===== config.mk =====
export PLATFORM = sky130hd
export DESIGN_NAME = btn_debounce_multi
export DESIGN_NICKNAME = d
export VERILOG_FILES = /design/src/rtl/btn_pkg.sv /design/src/rtl/btn_db_channel.sv /design/src/rtl/btn_debounce_multi.sv
export SDC_FILE = /design/constraint.sdc
export NUM_CORES = 1
export LEC_CHECK = 0
export ABC_AREA = 1
export ABC_CLOCK_PERIOD_IN_PS = 1570
export BUFFER_PORTS_ARGS = -buffer_cell sky130_fd_sc_hd__buf_2
export CORE_AREA = 2 2 166 168
export DETAILED_ROUTE_END_ITERATION = 10
export DIE_AREA = 0 0 168 170
export PLACE_DENSITY_LB_ADDON = 0.25
export SLEW_MARGIN = 40
export SYNTH_ARGS = -nofsm -noshare
export SYNTH_HDL_FRONTEND = slang
export SYNTH_SLANG_ARGS = --single-unit

===== constraint.sdc =====
create_clock -name CLK -period 1.57 [get_ports CLK]
set_input_delay 0.0785 -clock CLK [delete_from_list [all_inputs] [get_ports CLK]]
set_output_delay 0.0785 -clock CLK [all_outputs]
set_load 0.02 [all_outputs]

===== src/rtl/btn_pkg.sv =====
// btn_pkg: shared repeat-state encoding, default timings and helpers for the button conditioner.
package btn_pkg;
  typedef enum logic [1:0] {IDLE, DELAY, RPT} rpt_state_e;
  localparam int CLK_HZ = 50000000;
  localparam int DB_MS = 20;
  localparam int DB_CYCLES_DEF = CLK_HZ / 1000 * DB_MS;
  localparam int REPEAT_DELAY_DEF = 25000000;
  localparam int REPEAT_PERIOD_DEF = 5000000;
  function automatic int imax(input int a, input int b);
    return (a > b) ? a : b;
  endfunction
endpackage


===== src/rtl/btn_db_channel.sv =====
// btn_db_channel: one button bit -- synchroniser, two-way debounce, edge pulses and auto-repeat.
module btn_db_channel
  import btn_pkg::*;
#(
  parameter int SYNC_STAGES   = 2,
  parameter int DB_CYCLES     = DB_CYCLES_DEF,
  parameter int REPEAT_EN     = 1,
  parameter int REPEAT_DELAY  = REPEAT_DELAY_DEF,
  parameter int REPEAT_PERIOD = REPEAT_PERIOD_DEF
) (
  input  logic CLK,
  input  logic nrst,
  input  logic btn,
  output logic db_btn,
  output logic press_pulse,
  output logic release_pulse,
  output logic repeat_pulse
);
  localparam int DW = $clog2(DB_CYCLES);
  localparam int RW = $clog2(imax(REPEAT_DELAY, REPEAT_PERIOD));
  localparam logic [DW-1:0] DB_MAX = DW'(DB_CYCLES - 1);
  localparam logic [RW-1:0] RD_MAX = RW'(REPEAT_DELAY - 1);
  localparam logic [RW-1:0] RP_MAX = RW'(REPEAT_PERIOD - 1);
  logic [SYNC_STAGES-1:0] sync;
  logic [DW-1:0] dcnt;
  logic [RW-1:0] rcnt;
  rpt_state_e st;
  logic s, fire, rise, fall;
  assign s = sync[SYNC_STAGES-1];
  assign fire = (s != db_btn) && (dcnt == DB_MAX);
  assign rise = fire && s;
  assign fall = fire && !s;
  // Repeat FSM reacts on the same edge the debounced level changes, so the
  // first repeat lands exactly REPEAT_DELAY cycles after press_pulse.
  always_ff @(posedge CLK) begin
    if (!nrst) begin
      sync <= '0;
      dcnt <= '0;
      db_btn <= 1'b0;
      press_pulse <= 1'b0;
      release_pulse <= 1'b0;
      repeat_pulse <= 1'b0;
      rcnt <= '0;
      st <= IDLE;
    end else begin
      sync <= {sync[SYNC_STAGES-2:0], btn};
      dcnt <= (s == db_btn || fire) ? '0 : dcnt + 1'b1;
      db_btn <= fire ? s : db_btn;
      press_pulse <= rise;
      release_pulse <= fall;
      repeat_pulse <= 1'b0;
      if (REPEAT_EN == 0 || fall) begin
        st <= IDLE;
        rcnt <= '0;
      end else if (rise) begin
        st <= DELAY;
        rcnt <= '0;
      end else begin
        case (st)
          DELAY: begin
            rcnt <= (rcnt == RD_MAX) ? '0 : rcnt + 1'b1;
            repeat_pulse <= (rcnt == RD_MAX);
            st <= (rcnt == RD_MAX) ? RPT : DELAY;
          end
          RPT: begin
            rcnt <= (rcnt == RP_MAX) ? '0 : rcnt + 1'b1;
            repeat_pulse <= (rcnt == RP_MAX);
          end
          default: rcnt <= '0;
        endcase
      end
    end
  end
endmodule


===== src/rtl/btn_debounce_multi.sv =====
// btn_debounce_multi: N independent button conditioners side by side.
module btn_debounce_multi
  import btn_pkg::*;
#(
  parameter int N_BTN         = 4,
  parameter int SYNC_STAGES   = 2,
  parameter int DB_CYCLES     = DB_CYCLES_DEF,
  parameter int REPEAT_EN     = 1,
  parameter int REPEAT_DELAY  = REPEAT_DELAY_DEF,
  parameter int REPEAT_PERIOD = REPEAT_PERIOD_DEF
) (
  input  logic             CLK,
  input  logic             nrst,
  input  logic [N_BTN-1:0] btn,
  output logic [N_BTN-1:0] db_btn,
  output logic [N_BTN-1:0] press_pulse,
  output logic [N_BTN-1:0] release_pulse,
  output logic [N_BTN-1:0] repeat_pulse
);
  for (genvar g = 0; g < N_BTN; g++) begin : g_ch
    btn_db_channel #(
      .SYNC_STAGES(SYNC_STAGES),
      .DB_CYCLES(DB_CYCLES),
      .REPEAT_EN(REPEAT_EN),
      .REPEAT_DELAY(REPEAT_DELAY),
      .REPEAT_PERIOD(REPEAT_PERIOD)
    ) u_ch (
      .CLK(CLK),
      .nrst(nrst),
      .btn(btn[g]),
      .db_btn(db_btn[g]),
      .press_pulse(press_pulse[g]),
      .release_pulse(release_pulse[g]),
      .repeat_pulse(repeat_pulse[g])
    );
  end
endmodule


==> flow_summary_export.csv <==
group,metric,value,unit
outcome,status,"complete, but fails checks",
outcome,violations,"setup timing",
placed_design,place_area,0.0122,sq mm
sta,rsz0062_at_grt,"true",
final_layout,regArea,0.00429,sq mm
clocking,cts_tree,"built",
sta,setup_slack,-0.0449,ns
yosys,synthCells,1596,
setup_path,path_depth,11,
setup_path,path_delay_family,"simple AND/OR/NAND/NOR gates",
die,die_h,170,um
sta,slew_viol_final,0,
setup_path,rrSetupSlack,-0.04,ns
yosys,synth.distinct_cells,36,
flow_run,drv_cap,0,
final_layout,multi_input_area,0.00651,sq mm
setup_path,cp_data_required_time,1.98,ns
die,start_util,0.415,
yosys,syn_avg_cell_area,6.94,sq um
final_layout,stdcell_area,0.0144,sq mm
setup_path,slowest_stage,"dfxtp_2",
route,viasPerCell,4.85,
route,drt-initial-drc-count,530,
placed_design,gp_congestion,0.877,
clocking,clock_path_buffers,3,
die,rows,60,
yosys,synth_top_area_frac,0.383,
yosys,yosysSeqAreaShare,0.383,
setup_path,setup.worst_path.end,"g_ch[0].u_ch.rcnt[10]",
sta,clock.fmax,619,MHz
yosys,synth_top_cells_by_area,"dfxtp_1 38%, nand2_1 12%, nor2_1 11%",
setup_path,r2r_cells,11,
clocking,cts_buffers,26,
clocking,clk_latency,0.54,ns
global_route,grt_use_total,0.172,
final_layout,final_util,0.539,
clocking,clock-sinks,212,
die,die_w,168,um
final_layout,final_common_cell,"nand2_1",
yosys,async_reset_ff_frac,0,
clocking,root_buffer,"clkbuf_16",
global_route,grt_max_degree,22,
route,drc,0,
die,fp.coreArea,0.0267,sq mm
yosys,yosys.area.top_type,"dfxtp_1",
global_route,grt_pass1_wl,42500,um
setup_path,cp_max_fo,5,
power,vdd.ir_drop.worst,684,uV
route,vias,10300,
placed_design,place_hpwl,17700,um
sta,setup_viol,56,
placed_design,place_ws,-0.0253,ns
power,leakagePower,5.23,nW
setup_path,path_common_cell,"nand2_4",
yosys,syn-num-nets,1618,
sta,worstMarginPinSlew,0.543,ns
sta,finalClockSkew,0.0305,ns
final_layout,area_growth,29.7,%
final_layout,diodes,0,
setup_path,slowest_delay,0.35,ns
power,p_per_area,793,mW/mm^2
route,drt-total-wl,25800,um
final_layout,drive_gt1_frac,0.263,
sta,finalHoldViolCount,0,
final_layout,fillers,2453,
setup_path,r2r-end,"g_ch[0].u_ch.rcnt[10]",
route,ant_nets,0,
setup_path,cp_cell_sequence,"ha_4 -> nand2_4 -> nor2_4 -> nand2_4 -> nor2_4 -> nand3_2 -> nand2_2 -> nand2_2 -> nand2_4 -> clkbuf_16 -> nor2_2",
final_layout,layout_common_cells,"318 x nand2_1, 252 x nor2_1, 179 x inv_1, 178 x dfxtp_1, 115 x buf_4",
setup_path,crit_path_end_kind,"flop",
die,io_pins,22,
yosys,syn_area,0.0111,sq mm
sta,fin_tns_setup,-0.801,ns
yosys,yosysWarnings,0,
sta,worst_hold_slack,0.290,ns
setup_path,start_kind,"flop",
global_route,overflow,0,
die,dieArea,0.0286,sq mm
sta,post-route-min-period,1.61,ns
clocking,cts.htree.levels,1,
global_route,antenna_found_initial,1,
setup_path,path_class,"reg2reg",
sta,finalCritPeriodShare,1.03,
clocking,clk_pin_slew_worst_paths,0.06,ns
sta,maxSlewHeadroom,0.638,
setup_path,arrival,2.02,ns
final_layout,fin_nets,1782,
route,dr.pass1.iters,5,
setup_path,startpoint,"g_ch[0].u_ch.rcnt[1]",
yosys,synth_edf_count,0,
placed_design,io_buffer_count,21,
setup_path,path_buf_inv,1,
global_route,grt_pass1_vias,9743,
yosys,ys.flop_type,"dfxtp_1",
yosys,synth_seq_cells,212,
setup_path,r2r_start,"g_ch[0].u_ch.rcnt[1]",
hold_path,hold_class,"in2reg",
route,drt-wirelength-per-cell,12.1,um
## Yosys cell counts, types with 2 or more instances
library cell and count:
and2_1 3, nor3b_1 7, dfxtp_1 212, nor3b_2 2, nor2_4 6, buf_6 4
inv_1 184, nand2_4 3, buf_4 16, nor3_2 4, nand2_2 10, a21oi_1 42
or2_2 11, or2_0 3, nor2_2 45, nand3_2 9, xor2_1 77, nor2_1 327
nand3b_1 10, nand4_1 44, ha_1 16, buf_2 10, nand2_1 340, buf_12 4
xnor2_1 24, o21ai_0 13, nor3_1 63, nand3_1 99
## worst min-delay path by stage
stage | from | to | depth (start not counted)
4_1_cts | btn[3] | g_ch[3].u_ch.sync[0] | 4
5_1_grt | btn[3] | g_ch[3].u_ch.sync[0] | 4
3_3_place_gp | btn[2] | g_ch[2].u_ch.sync[0] | 3
3_5_place_dp | btn[2] | g_ch[2].u_ch.sync[0] | 3
2_1_floorplan | btn[0] | g_ch[0].u_ch.sync[0] | 2
6_report | btn[3] | g_ch[3].u_ch.sync[0] | 4
## per-layer routing
| layer | up-vias | share of wire | track usage |
|---|---|---|---|
| met5 | - | 0.00050 | 0 |
| met4 | 2 | 0.024 | 0.0548 |
| met3 | 53 | 0.035 | 0.0258 |
| met2 | 171 | 0.48 | 0.303 |
| met1 | 4722 | 0.46 | 0.217 |
| li1 | 5331 | - | - |
## worst min-delay path, delay by kind of cell
family	cells	cell delay (ns)
buffers and inverters	3	0.66
and+or+nand+nor	1	0.04
## flip-flops by register name, indices dropped and copies added, names as in the netlist
name / cells
g_ch.u_ch.repeat_pulse: 4
g_ch.u_ch.release_pulse: 4
g_ch.u_ch.st: 8
g_ch.u_ch.db_btn: 4
g_ch.u_ch.rcnt: 100
g_ch.u_ch.press_pulse: 4
g_ch.u_ch.sync: 8
g_ch.u_ch.dcnt: 80
## report_power, final
group	internal, W	total [W]	switching [W]
Sequential	0.00539	0.00540	0.00000856
Clock	0.00353	0.00587	0.00234
Combinational	0.0000580	0.000126	0.0000678
## area by class of cell
| type | instances | area share |
|---|---|---|
| multi-input combinational | 1165 | 0.453 |
| sequential | 212 | 0.299 |
| timing repair buffer | 171 | 0.110 |
| clock buffer | 36 | 0.0528 |
| inverter | 184 | 0.0481 |
| tap | 341 | 0.0297 |
| clock inverter | 12 | 0.00697 |
## what timing repair did
action                     4_1_cts  5_1_grt
hold buffers                     8        0
gates cloned                     2       10
gates resized for setup         25      201
setup endpoints to repair       71      163
hold endpoints to repair         6        0
buffers inserted                 8       17
pin swaps                        6       40
## metrics by stage
stage	total power, W	std cells
after floorplan	0.00557	1596
after global placement	0.00561	2028
after detailed placement	0.00561	2028
after CTS	0.0116	2094
after global routing	0.0118	2121
final	0.0114	2121
## cell families after synthesis
group / share of synthesized area
buffers and inverters: 0.0894
AO/OA/AOI/OAI: 0.0253
adder cells (fa/ha/maj): 0.0181
flip-flops: 0.383
XOR/XNOR: 0.0799
AND/OR/NAND/NOR: 0.404
Note: power is estimated with default switching activity, not from simulation.
